<file path="src/rtl/alu_share_ctrl.sv">
// Two-requester controller that time-shares one combinational ALU.
// Round-robin grant, one-cycle result capture, valid/ready response per requester.
module alu_share_ctrl #(
    parameter int unsigned DATA_WIDTH    = 32,
    parameter int unsigned OP_CODE_WIDTH = 4
) (
    input  logic                     clk,
    input  logic                     rst_n,

    input  logic                     req_valid_0,
    output logic                     req_ready_0,
    input  logic [DATA_WIDTH-1:0]    req_in1_0,
    input  logic [DATA_WIDTH-1:0]    req_in2_0,
    input  logic [OP_CODE_WIDTH-1:0] req_op_0,
    output logic                     rsp_valid_0,
    input  logic                     rsp_ready_0,
    output logic [DATA_WIDTH-1:0]    rsp_data_0,
    output logic                     rsp_err_0,

    input  logic                     req_valid_1,
    output logic                     req_ready_1,
    input  logic [DATA_WIDTH-1:0]    req_in1_1,
    input  logic [DATA_WIDTH-1:0]    req_in2_1,
    input  logic [OP_CODE_WIDTH-1:0] req_op_1,
    output logic                     rsp_valid_1,
    input  logic                     rsp_ready_1,
    output logic [DATA_WIDTH-1:0]    rsp_data_1,
    output logic                     rsp_err_1,

    output logic [DATA_WIDTH-1:0]    alu_in1,
    output logic [DATA_WIDTH-1:0]    alu_in2,
    output logic [OP_CODE_WIDTH-1:0] alu_op_code,
    input  logic [DATA_WIDTH-1:0]    alu_result
);

    localparam logic [OP_CODE_WIDTH-1:0] LAST_LEGAL_OP = OP_CODE_WIDTH'(9);

    typedef enum logic {
        IDLE = 1'b0,
        RESP = 1'b1
    } state_t;

    state_t                  state;
    logic                    owner;
    logic                    prio;
    logic [DATA_WIDTH-1:0]   result_q;
    logic                    err_q;

    logic                    owner_rsp_ready;
    logic                    can_accept;
    logic                    any_valid;
    logic                    winner;
    logic                    accept;
    logic [DATA_WIDTH-1:0]   win_in1;
    logic [DATA_WIDTH-1:0]   win_in2;
    logic [OP_CODE_WIDTH-1:0] win_op;

    // Arbitration: a lone requester wins outright, a tie goes to prio.
    always_comb begin
        owner_rsp_ready = owner ? rsp_ready_1 : rsp_ready_0;
        can_accept      = (state == IDLE) || ((state == RESP) && owner_rsp_ready);
        any_valid       = req_valid_0 || req_valid_1;
        winner          = (req_valid_0 && req_valid_1) ? prio : req_valid_1;
        accept          = can_accept && any_valid;
        win_in1         = winner ? req_in1_1 : req_in1_0;
        win_in2         = winner ? req_in2_1 : req_in2_0;
        win_op          = winner ? req_op_1  : req_op_0;
    end

    assign req_ready_0 = accept && !winner;
    assign req_ready_1 = accept &&  winner;

    // ALU sees zeros whenever nothing is being accepted.
    assign alu_in1     = accept ? win_in1 : '0;
    assign alu_in2     = accept ? win_in2 : '0;
    assign alu_op_code = accept ? win_op  : '0;

    assign rsp_valid_0 = (state == RESP) && !owner;
    assign rsp_valid_1 = (state == RESP) &&  owner;
    assign rsp_data_0  = rsp_valid_0 ? result_q : '0;
    assign rsp_data_1  = rsp_valid_1 ? result_q : '0;
    assign rsp_err_0   = rsp_valid_0 && err_q;
    assign rsp_err_1   = rsp_valid_1 && err_q;

    // Accept has precedence over a plain drain so back-to-back ops never bubble.
    always_ff @(posedge clk or negedge rst_n) begin
        if (!rst_n) begin
            state    <= IDLE;
            owner    <= 1'b0;
            prio     <= 1'b0;
            result_q <= '0;
            err_q    <= 1'b0;
        end else if (accept) begin
            state    <= RESP;
            owner    <= winner;
            prio     <= !winner;
            result_q <= alu_result;
            err_q    <= (win_op > LAST_LEGAL_OP);
        end else if ((state == RESP) && owner_rsp_ready) begin
            state    <= IDLE;
        end
    end

endmodule

</file>
<file path="config.mk">
export PLATFORM = sky130hd
export DESIGN_NAME = alu_share_ctrl
export DESIGN_NICKNAME = d
export VERILOG_FILES = /design/src/rtl/alu_share_ctrl.sv
export SDC_FILE = /design/constraint.sdc
export NUM_CORES = 1
export LEC_CHECK = 0
export BUFFER_PORTS_ARGS = -buffer_cell sky130_fd_sc_hd__buf_2
export CORE_AREA = 2 2 121 123
export DETAILED_ROUTE_END_ITERATION = 10
export DIE_AREA = 0 0 123 125
export GPL_TIMING_DRIVEN = 0
export PLACE_DENSITY = 0.55
export RECOVER_POWER = 100
export SYNTH_ARGS = -nofsm -noshare
export SYNTH_HDL_FRONTEND = slang
export SYNTH_SLANG_ARGS = --single-unit
</file>
<file path="constraint.sdc">
create_clock -name clk -period 2.2 [get_ports clk]
set_clock_uncertainty 0.2 [all_clocks]
set_input_delay 0 -clock clk [delete_from_list [all_inputs] [get_ports clk]]
set_output_delay 0 -clock clk [all_outputs]
set_load 0.02 [all_outputs]
</file>
==> results.cfg <==
[setup_path]
worstSetupPathType = reg -> out
cp.arrival_ns = 2.01
cp-start-kind = flop
reg2reg_from = owner$_DFFE_PN0P_
worstSetupStartpoint = owner$_DFFE_PN0P_
crit_fanout = 10
worst_setup_path_end_kind = primary output
r2r_cells = 5
r2r_end = result_q[11]$_DFFE_PN0P_
cp.required_ns = 2.00
reg2reg_slack_ns = 0.30
crit_end = alu_in2[5]

[grt]
grt_max_degree = 37
grt-ovfl-total = 0
antenna_found_initial = 3
grt_usage = 0.1830
grt_pass1_vias = 4244
grt_pass1_wl_um = 21960

[layout]
fin_cells = 949
final-seq-area_sq_um = 900.9
layout_commonest_cell = buf_2
fillers = 1534
final_core_utilization = 0.3946
area_growth_pct = 76.66
drive_gt1_frac = 0.5210
layout.nets = 935
multiInputGateArea_sq_um = 2061
final_cell_mix = 294 x buf_2, 71 x nand2_1, 65 x nand3_1, 50 x a21oi_1, 41 x dlygate4sd3_1

[sta]
setup_viol = 1
worstMarginPinSlew_ns = 0.9167
finalCritPeriodShare = 1.004
slew_headroom = 0.3889
finalHoldViolCount = 0
fin_ws_ns = -0.009795
period_needed_ns = 2.210
timing.fmax_ghz = 0.4525
slew_violations = 0
rsz0062_at_grt = yes

[worst_hold_path]
hold_class = in -> out

[clocking]
cts_root_buf = clkbuf_16
worstSkewPairLatency_ns = 0.28
htreeDepth = 2
postCtsSetupRepairBufs = 0
cts_tree = done
clk_transition_reported_paths_ns = 0.05
cts_buffers = 5
clock-sinks = 36
cts.path.max_buffers = 2

[pwr]
internal-power_uw = 2667
ir_worst_vdd_v = 0.0003175
seq_power_share = 0.204
clkPwrFrac = 0.161
p_sw_uw = 2235
p_leak_uw = 0.003062
pwr-share-comb = 0.635
power.density_nw_per_um2 = 874.6
power.share.switching = 0.4559

[die]
io_pins = 312
coreArea_sq_um = 14200
rows = 44
die_w_um = 123
die_y_um = 125
dieArea_sq_um = 15380
initial_utilization = 0.2234

[placed_design]
hpwl_um = 11950
dp.cells = 897
portBuffers = 311
place_congestion = 0.9155

[synth]
synth_top_area_share = 0.2839
syn_inst = 402
synth_area_leaders = dfrtp_1 28%, mux2_4 13%, nand3_1 10%
syn-mean-instance-area_sq_um = 7.893
yosysTopAreaCell = dfrtp_1
yosysSeqAreaShare = 0.2839
ys_ff_latch = 36
yosysUniqueCellTypes = 28
syn_nets = 576
ys_warn_count = 0
netlist_area_sq_um = 3173

[run_status]
violations = setup timing
status = finished, violations left

[route]
drt-total-wl_um = 14820
vias = 4304
via_per_inst = 4.535
drc = 0
drtIter0Drc = 170
drt_first_pass_iters = 4
wl_per_cell_um = 15.62
antenna_left = 0

[flow_run]
cap_violations = 0
==> worst min-delay path by stage <==
stage / slack [ns] / depth (start not counted) / startpoint / to
global placement: -0.05 / 1 / rst_n / result_q[2]$_DFFE_PN0P_
detailed placement: -0.06 / 1 / rst_n / result_q[4]$_DFFE_PN0P_
floorplan: -0.50 / 0 / rst_n / err_q$_DFFE_PN0P_
finish: 0.14 / 4 / req_in1_1[2] / alu_in1[2]
global route: 0.15 / 4 / req_in1_1[13] / alu_in1[13]
CTS: 0.14 / 4 / req_in1_1[2] / alu_in1[2]
==> synth_stat cells, drive strengths merged <==
cell,instances
a21oi,70
nor2,4
nand2,71
nand3,65
o21ai,1
or2,1
mux2i,1
clkbuf,28
mux2,32
inv,2
buf,15
dfrtp,36
a21boi,1
o211ai,2
a21o,1
nand2b,2
a31oi,1
and2,35
and2b,1
and3,33
==> cell type report <==
type                    instances  area share
multi-input cells             321      0.3676
repair buffers                352      0.3516
flip-flops and latches         36      0.1607
plain buffers                  43     0.04710
well taps                     184     0.04107
clock buffers                   6     0.02299
clock inverters                 2    0.006250
inverters                       2    0.001339
diodes                          3    0.001339
==> sequential cells by signal, summed over array words and instances (netlist names) <==
| name | cells |
|---|---|
| prio | 1 |
| state | 1 |
| result_q | 32 |
| owner | 1 |
| err_q | 1 |
==> critical path: stages, from the launching register on <==
cell and delay, ns:
dfrtp_1 0.37, buf_6 0.14, mux2i_4 0.19, and2_4 0.16
buf_6 0.12, buf_6 0.15, buf_6 0.15, a21oi_2 0.24
buf_4 0.20
==> cell families (layout without fill, tap and decap cells) <==
group                  Yosys count  count (layout)  share of synthesized area
AOI/OAI and AO/OA               76              76                     0.1435
buffers and inverters           45             405                    0.07966
other                            0               3                          0
and+or+nand+nor                212             212                     0.3391
muxes                           33              33                     0.1538
DFF                             36              36                     0.2839
==> power groups by stage <==
stage	registers, uW	logic [uW]	clock network (uW)
after CTS	1000	3130	814
after detailed placement	1010	3040	0
after floorplan	944	2040	0
final	1000	3110	789
after global placement	1000	3040	0
after global routing	1020	3360	847
==> per-stage QoR <==
step	TNS [ns]	setup slack [ns]	hold slack [ns]	total power (uW)	area, sq um
CTS	-0.07410	-0.02234	0.1404	4947	5582
global placement	0	0.04362	-0.05075	4046	4960
global route	-0.1228	-0.04998	0.1545	5232	5605
floorplan	0	0.4592	-0.4956	2984	3173
detailed placement	0	0.02511	-0.05604	4044	4960
finish	-0.009795	-0.009795	0.1370	4902	5605
==> per-layer routing <==
metal,vias up,GRT usage,share of wire
met1,1957,0.1981,0.38
li1,2105,-,-
met4,0,0.08088,0.039
met5,-,0,0
met3,28,0.04380,0.084
met2,214,0.3325,0.50
==> repair_timing <==
action | 4_1_cts | 5_1_grt
resized for setup | 15 | 26
hold endpoints to repair | 70 | 0
hold buffers | 41 | 0
setup endpoints to repair | 58 | 52
pin swaps | 0 | 0
No activity file was read; power rests on OpenSTA's default activity.
